### src/rtl/riscv_ctrl_pkg.sv
// Shared encodings for the multicycle RV32I control unit and its ALU decoder.
package riscv_ctrl_pkg;

    localparam int unsigned ALU_W    = 3;
    localparam int unsigned OP_W     = 7;
    localparam int unsigned FUNCT3_W = 3;
    localparam int unsigned MUX_W    = 2;

    // Control FSM states, 4-bit codes
    typedef enum logic [3:0] {
        S_RESET    = 4'd0,
        S_FETCH    = 4'd1,
        S_DECODE   = 4'd2,
        S_MEMADR   = 4'd3,
        S_MEMREAD  = 4'd4,
        S_MEMWB    = 4'd5,
        S_MEMWRITE = 4'd6,
        S_EXECUTER = 4'd7,
        S_EXECUTEI = 4'd8,
        S_ALUWB    = 4'd9,
        S_BEQ      = 4'd10,
        S_JAL      = 4'd11
    } state_e;

    // ALU operation codes shared with the ALU
    localparam logic [ALU_W-1:0] ALU_AND = 3'b000;
    localparam logic [ALU_W-1:0] ALU_OR  = 3'b001;
    localparam logic [ALU_W-1:0] ALU_ADD = 3'b010;
    localparam logic [ALU_W-1:0] ALU_SUB = 3'b110;
    localparam logic [ALU_W-1:0] ALU_SLT = 3'b111;

    // Supported opcodes
    localparam logic [OP_W-1:0] OP_LW  = 7'b0000011;
    localparam logic [OP_W-1:0] OP_SW  = 7'b0100011;
    localparam logic [OP_W-1:0] OP_R   = 7'b0110011;
    localparam logic [OP_W-1:0] OP_I   = 7'b0010011;
    localparam logic [OP_W-1:0] OP_BEQ = 7'b1100011;
    localparam logic [OP_W-1:0] OP_JAL = 7'b1101111;

    // Datapath mux selects
    localparam logic [MUX_W-1:0] RESULT_ALUOUT   = 2'b00;
    localparam logic [MUX_W-1:0] RESULT_READDATA = 2'b01;
    localparam logic [MUX_W-1:0] RESULT_ALU      = 2'b10;
    localparam logic [MUX_W-1:0] SRCA_PC         = 2'b00;
    localparam logic [MUX_W-1:0] SRCA_OLDPC      = 2'b01;
    localparam logic [MUX_W-1:0] SRCA_RS1        = 2'b10;
    localparam logic [MUX_W-1:0] SRCB_RS2        = 2'b00;
    localparam logic [MUX_W-1:0] SRCB_IMM        = 2'b01;
    localparam logic [MUX_W-1:0] SRCB_FOUR       = 2'b10;
    localparam logic [MUX_W-1:0] IMM_I           = 2'b00;
    localparam logic [MUX_W-1:0] IMM_S           = 2'b01;
    localparam logic [MUX_W-1:0] IMM_B           = 2'b10;
    localparam logic [MUX_W-1:0] IMM_J           = 2'b11;

    // ALU decoder request: fixed add, fixed subtract, or funct-field decode
    localparam logic [1:0] ALUOP_ADD   = 2'b00;
    localparam logic [1:0] ALUOP_SUB   = 2'b01;
    localparam logic [1:0] ALUOP_FUNCT = 2'b10;

    // Per-state control word produced by the FSM decode
    typedef struct packed {
        logic             pc_update;
        logic             branch;
        logic             adr_src;
        logic             mem_write;
        logic             ir_write;
        logic             reg_write;
        logic [MUX_W-1:0] result_src;
        logic [MUX_W-1:0] alu_src_a;
        logic [MUX_W-1:0] alu_src_b;
        logic [1:0]       alu_op;
        logic             illegal;
    } ctrl_t;

    // Immediate format selected purely by opcode
    function automatic logic [MUX_W-1:0] imm_src_of(input logic [OP_W-1:0] op);
        case (op)
            OP_SW:   return IMM_S;
            OP_BEQ:  return IMM_B;
            OP_JAL:  return IMM_J;
            default: return IMM_I;
        endcase
    endfunction

endpackage

### src/rtl/multicycle_control_unit_alu_decoder.sv
// ALU decoder: maps the FSM request and funct fields onto the ALU operation code.
module alu_decoder
    import riscv_ctrl_pkg::*;
(
    input  logic [1:0]          i_alu_op,
    input  logic [FUNCT3_W-1:0] i_funct3,
    input  logic                i_funct7b5,
    input  logic                i_op5,
    output logic [ALU_W-1:0]    o_alu_ctrl,
    output logic                o_bad_funct
);

    logic [ALU_W-1:0] w_funct_ctrl;

    // funct3 decode; only R-type (op5=1) can select subtract
    always_comb begin
        w_funct_ctrl = ALU_ADD;
        o_bad_funct  = 1'b0;
        case (i_funct3)
            3'b000:  w_funct_ctrl = (i_op5 & i_funct7b5) ? ALU_SUB : ALU_ADD;
            3'b010:  w_funct_ctrl = ALU_SLT;
            3'b110:  w_funct_ctrl = ALU_OR;
            3'b111:  w_funct_ctrl = ALU_AND;
            default: o_bad_funct  = 1'b1;
        endcase
    end

    // Select between fixed operations and the funct decode
    always_comb begin
        o_alu_ctrl = ALU_ADD;
        case (i_alu_op)
            ALUOP_SUB:   o_alu_ctrl = ALU_SUB;
            ALUOP_FUNCT: o_alu_ctrl = w_funct_ctrl;
            default:     o_alu_ctrl = ALU_ADD;
        endcase
    end

endmodule

### src/rtl/multicycle_control_unit.sv
// Multicycle RV32I control unit: state sequencing and datapath control decode.
module multicycle_control_unit
    import riscv_ctrl_pkg::*;
(
    input  logic                clk,
    input  logic                rst_n,
    input  logic [OP_W-1:0]     op,
    input  logic [FUNCT3_W-1:0] funct3,
    input  logic                funct7b5,
    input  logic                zero,
    input  logic                mem_ready,
    output logic                pc_write,
    output logic                adr_src,
    output logic                mem_write,
    output logic                ir_write,
    output logic                reg_write,
    output logic [MUX_W-1:0]    result_src,
    output logic [MUX_W-1:0]    alu_src_a,
    output logic [MUX_W-1:0]    alu_src_b,
    output logic [ALU_W-1:0]    alu_ctrl,
    output logic [MUX_W-1:0]    imm_src,
    output logic                illegal_instr
);

    state_e           r_state;
    state_e           w_next_state;
    ctrl_t            w_ctrl;
    logic [ALU_W-1:0] w_alu_ctrl;
    logic             w_bad_funct;
    logic             w_in_reset;

    alu_decoder u_alu_decoder (
        .i_alu_op   (w_ctrl.alu_op),
        .i_funct3   (funct3),
        .i_funct7b5 (funct7b5),
        .i_op5      (op[5]),
        .o_alu_ctrl (w_alu_ctrl),
        .o_bad_funct(w_bad_funct)
    );

    // State register; reset forces S_RESET so all state-decoded outputs drop at once
    always_ff @(posedge clk or negedge rst_n) begin
        if (!rst_n) begin
            r_state <= S_RESET;
        end else begin
            r_state <= w_next_state;
        end
    end

    // Next-state and per-state control decode
    always_comb begin
        w_next_state = r_state;
        w_ctrl       = '0;
        w_ctrl.alu_op = ALUOP_ADD;
        case (r_state)
            S_RESET: begin
                w_next_state = S_FETCH;
            end
            S_FETCH: begin
                w_ctrl.alu_src_a  = SRCA_PC;
                w_ctrl.alu_src_b  = SRCB_FOUR;
                w_ctrl.result_src = RESULT_ALU;
                w_ctrl.ir_write   = mem_ready;
                w_ctrl.pc_update  = mem_ready;
                if (mem_ready) begin
                    w_next_state = S_DECODE;
                end
            end
            S_DECODE: begin
                // Branch target is precomputed here into ALUOut
                w_ctrl.alu_src_a = SRCA_OLDPC;
                w_ctrl.alu_src_b = SRCB_IMM;
                case (op)
                    OP_LW, OP_SW: w_next_state = S_MEMADR;
                    OP_R: begin
                        w_ctrl.illegal = w_bad_funct;
                        w_next_state   = w_bad_funct ? S_FETCH : S_EXECUTER;
                    end
                    OP_I: begin
                        w_ctrl.illegal = w_bad_funct;
                        w_next_state   = w_bad_funct ? S_FETCH : S_EXECUTEI;
                    end
                    OP_BEQ: begin
                        w_ctrl.illegal = (funct3 != 3'b000);
                        w_next_state   = (funct3 == 3'b000) ? S_BEQ : S_FETCH;
                    end
                    OP_JAL:  w_next_state = S_JAL;
                    default: begin
                        w_ctrl.illegal = 1'b1;
                        w_next_state   = S_FETCH;
                    end
                endcase
            end
            S_MEMADR: begin
                w_ctrl.alu_src_a = SRCA_RS1;
                w_ctrl.alu_src_b = SRCB_IMM;
                w_next_state     = (op == OP_SW) ? S_MEMWRITE : S_MEMREAD;
            end
            S_MEMREAD: begin
                w_ctrl.adr_src    = 1'b1;
                w_ctrl.result_src = RESULT_ALUOUT;
                if (mem_ready) begin
                    w_next_state = S_MEMWB;
                end
            end
            S_MEMWB: begin
                w_ctrl.result_src = RESULT_READDATA;
                w_ctrl.reg_write  = 1'b1;
                w_next_state      = S_FETCH;
            end
            S_MEMWRITE: begin
                w_ctrl.adr_src    = 1'b1;
                w_ctrl.result_src = RESULT_ALUOUT;
                w_ctrl.mem_write  = 1'b1;
                if (mem_ready) begin
                    w_next_state = S_FETCH;
                end
            end
            S_EXECUTER: begin
                w_ctrl.alu_src_a = SRCA_RS1;
                w_ctrl.alu_src_b = SRCB_RS2;
                w_ctrl.alu_op    = ALUOP_FUNCT;
                w_next_state     = S_ALUWB;
            end
            S_EXECUTEI: begin
                w_ctrl.alu_src_a = SRCA_RS1;
                w_ctrl.alu_src_b = SRCB_IMM;
                w_ctrl.alu_op    = ALUOP_FUNCT;
                w_next_state     = S_ALUWB;
            end
            S_ALUWB: begin
                w_ctrl.result_src = RESULT_ALUOUT;
                w_ctrl.reg_write  = 1'b1;
                w_next_state      = S_FETCH;
            end
            S_BEQ: begin
                w_ctrl.alu_src_a  = SRCA_RS1;
                w_ctrl.alu_src_b  = SRCB_RS2;
                w_ctrl.alu_op     = ALUOP_SUB;
                w_ctrl.result_src = RESULT_ALUOUT;
                w_ctrl.branch     = 1'b1;
                w_next_state      = S_FETCH;
            end
            S_JAL: begin
                // PC takes the target from ALUOut while the ALU forms oldPC+4
                w_ctrl.alu_src_a  = SRCA_OLDPC;
                w_ctrl.alu_src_b  = SRCB_FOUR;
                w_ctrl.result_src = RESULT_ALUOUT;
                w_ctrl.pc_update  = 1'b1;
                w_next_state      = S_ALUWB;
            end
            default: begin
                w_next_state = S_FETCH;
            end
        endcase
    end

    assign w_in_reset    = (r_state == S_RESET);
    assign pc_write      = w_ctrl.pc_update | (w_ctrl.branch & zero);
    assign adr_src       = w_ctrl.adr_src;
    assign mem_write     = w_ctrl.mem_write;
    assign ir_write      = w_ctrl.ir_write;
    assign reg_write     = w_ctrl.reg_write;
    assign result_src    = w_ctrl.result_src;
    assign alu_src_a     = w_ctrl.alu_src_a;
    assign alu_src_b     = w_ctrl.alu_src_b;
    assign alu_ctrl      = w_in_reset ? ALU_W'(0) : w_alu_ctrl;
    assign imm_src       = w_in_reset ? IMM_I : imm_src_of(op);
    assign illegal_instr = w_ctrl.illegal;

endmodule

### config.mk
export PLATFORM = sky130hd
export DESIGN_NAME = multicycle_control_unit
export DESIGN_NICKNAME = d
export VERILOG_FILES = /design/src/rtl/riscv_ctrl_pkg.sv /design/src/rtl/multicycle_control_unit_alu_decoder.sv /design/src/rtl/multicycle_control_unit.sv
export SDC_FILE = /design/constraint.sdc
export NUM_CORES = 1
export LEC_CHECK = 0
export BUFFER_PORTS_ARGS = -buffer_cell sky130_fd_sc_hd__buf_2
export CAP_MARGIN = 15
export CORE_MARGIN = 10
export CORE_UTILIZATION = 39
export DETAILED_ROUTE_END_ITERATION = 6
export GPL_TIMING_DRIVEN = 0
export PLACE_DENSITY = 0.67
export SLEW_MARGIN = 10
export SYNTH_ARGS = -nofsm -noshare
export SYNTH_HDL_FRONTEND = slang
export SYNTH_SLANG_ARGS = --single-unit
### constraint.sdc
create_clock -name clk -period 2.6 [get_ports clk]
set_clock_uncertainty 0.05 [all_clocks]
set_input_delay 0.26 -clock clk [delete_from_list [all_inputs] [get_ports clk]]
set_output_delay 0.26 -clock clk [all_outputs]
set_load 0.02 [all_outputs]
==> run metrics <==
status=complete, no violations; Worst-path clk slew=0.04 ns; Clk Latency, worst-skew pair=0.24 ns; DR vias/cell=5.339; DRT antenna net count=0; ant diodes=0; Max Transition Viols Final=0; FMAX=401.9 MHz; LEAKAGE=0.0004477 uW; num ports=32; Yosys cell types=41; unrepaired setup endpoints after global routing=no; max FFs per register=4; Tot Pwr=843.8 uW; Top Registers=r_state (4); endpoint type of the worst setup path=primary output; ys flop type=dfrtp_1; Hold Vio Cnt, Final=0; worst setup margin=0.1117 ns; synthesized instance count=119; via count=961; Global Route Usage Sum=11.16%; maximum vdd drop=0.0003856 V; clock buffer depth=2; DRT Wirelength=2412 um; num rows=16; register area share after synthesis=12.72%; Area Growth Syn to Fin=28.78%; min cycle time layout=2.488 ns; die area=0.004215 mm^2; crit share post-route=95.70%; first-pass GRT wire length=4002 um; Crit Path Max Fanout=10; detailed placer's ending HPWL=1931 um; largest net degree at the start of global routing=11; final setup vio count=0; number of synthesized flops with an enable pin=0; Die W=64.92 um; drc violations=0; worst hold slack=0.3152 ns; cts bufs inserted=3; 1st-pass router iterations=4; hold crit path type=input port to async pin; Routability Congestion=0.8394; FF+latch area=100.1 um^2; Final nets=172; core area=0.001942 mm^2; share of layout cells above drive strength 1=34.64%; Worst Path Class, Setup=register to primary output; initial core utilization=40.53%; CP Data Required Time=2.29 ns; GRT overflow=0; Root Buffer=clkbuf_4; Worst EP arrival=2.18 ns; Post-synth ARST share=100.0%; htree depth=1; vias in the first global route=912; Post-Syn Area=787.0 um^2; Avg WL per Cell=13.40 um; Yosys warnings=0; post-place setup slack=0.3236 ns; postcts setup bufs=0; CTS tree=built; Largest Register=r_state; IO Port Bufs=30; antenna violations before repair=0; Max transition margin=65.71%; die height=64.92 um; FF+latch count, synth=4; clk sinks=4; Multi-input gate area=641.9 um^2; Worst Reg-to-Reg Cells=6; power per cell area=832.6 mW/mm^2; TNS Setup=0 ns; syn_nets=136; fillers=208; Least-Margin Pin Slew=0.5101 ns; Worst setup SP type=register; Mapped Avg Cell Area=6.613 um^2; Max-Cap Viols=0; Initial DRC Count=40
timing repair:
action                     4_1_cts  5_1_grt
hold endpoints to repair         4        0
setup endpoints to repair        0        2
resized for setup                0        3
hold buffers                     1        0
placed cells by master (no fill, tap or decap), drive strengths merged, types with 2 or more instances in the layout:
| master | count |
|---|---|
| and2b | 2 |
| nand4 | 2 |
| dfrtp | 4 |
| nor3 | 7 |
| nor2b | 5 |
| clkbuf | 5 |
| xnor2 | 2 |
| ha | 2 |
| and2 | 4 |
| nor4 | 5 |
| o21ai | 11 |
| a211oi | 2 |
| nand2b | 6 |
| inv | 3 |
| a31oi | 2 |
| nor2 | 16 |
| o211ai | 3 |
| nand3 | 2 |
| nand2 | 10 |
| buf | 36 |
| or2 | 2 |
| a21oi | 12 |
through the flow:
stage	cells	util, %	cell area, um^2
finish	180	52.19	1013
global route	180	52.19	1013
CTS	180	51.68	1003
detailed placement	176	50.00	970.9
global placement	176	50.00	970.9
floorplan	119	-	787.0
power breakdown:
group	total (uW)	internal, uW	switching, uW
Clock	76.9	51.6	25.3
Sequential	107	85.1	22.3
Combinational	659	249	410
path summary, 6_finish.rpt:
check                                 from     endpoint  slack [ns]
worst max register to register  r_state[2]   r_state[3]        1.04
worst max-delay path            r_state[0]  alu_ctrl[1]        0.11
min in group clk                     op[1]   r_state[0]        0.33
max in group asynchronous            rst_n   r_state[0]        2.07
worst min register to register  r_state[3]   r_state[3]        0.75
worst min-delay path                 rst_n   r_state[2]        0.32
critical path: stages, from the launching register on:
cell      delay [ns]
dfrtp_1         0.40
clkbuf_4        0.23
nand2_1         0.10
or2_2           0.30
nand2_1         0.10
inv_1           0.05
ha_1            0.30
a211oi_1        0.23
nor2_1          0.06
buf_2           0.18
layer usage:
metal | share of wire [%] | GRT usage, % | up-vias | wire length [um]
met2 | 47 | 18.60 | 27 | 1134
met4 | 0 | 2.139 | 0 | 0
met5 | 0 | 0 | - | 0
met3 | 8.1 | 4.811 | 0 | 196
met1 | 45 | 13.01 | 430 | 1080
li1 | - | - | 504 | -
Yosys cell counts (2+ instances only):
master     n  area share (%)
a21oi_1   12             7.6
a31oi_1    2             1.6
and2_1     3             2.4
and2b_1    2             1.9
buf_2      6             3.8
dfrtp_1    4              13
ha_1       2             3.2
inv_1      3             1.4
nand2_1   10             4.8
nand2b_1   6             4.8
nand4_1    2             1.6
nor2_1    15             7.2
nor2b_1    4             3.2
nor3_1     6             3.8
nor4_1     4             3.2
o211ai_1   3             2.9
o21ai_0    8             5.1
o21ai_1    2             1.3
or2_2      2             1.6
xnor2_1    2             2.2
final cells by class:
| type | instances | share of cell area, % |
|---|---|---|
| Multi-Input combinational cell | 104 | 63.33 |
| Timing Repair Buffer | 31 | 15.80 |
| Sequential cell | 4 | 9.877 |
| Buffer | 8 | 4.321 |
| Tap cell | 27 | 3.333 |
| Clock buffer | 3 | 2.222 |
| Inverter | 3 | 1.111 |
cells by family after synthesis:
family | synth area share, %
and+or+nand+nor | 43.88
AOI/OAI and AO/OA | 30.05
buffers and inverters | 6.677
DFF | 12.72
xor gates and xnor gates | 2.226
adders and majority gates | 3.179
muxes | 1.272
Note: power is estimated with default switching activity, not from simulation.
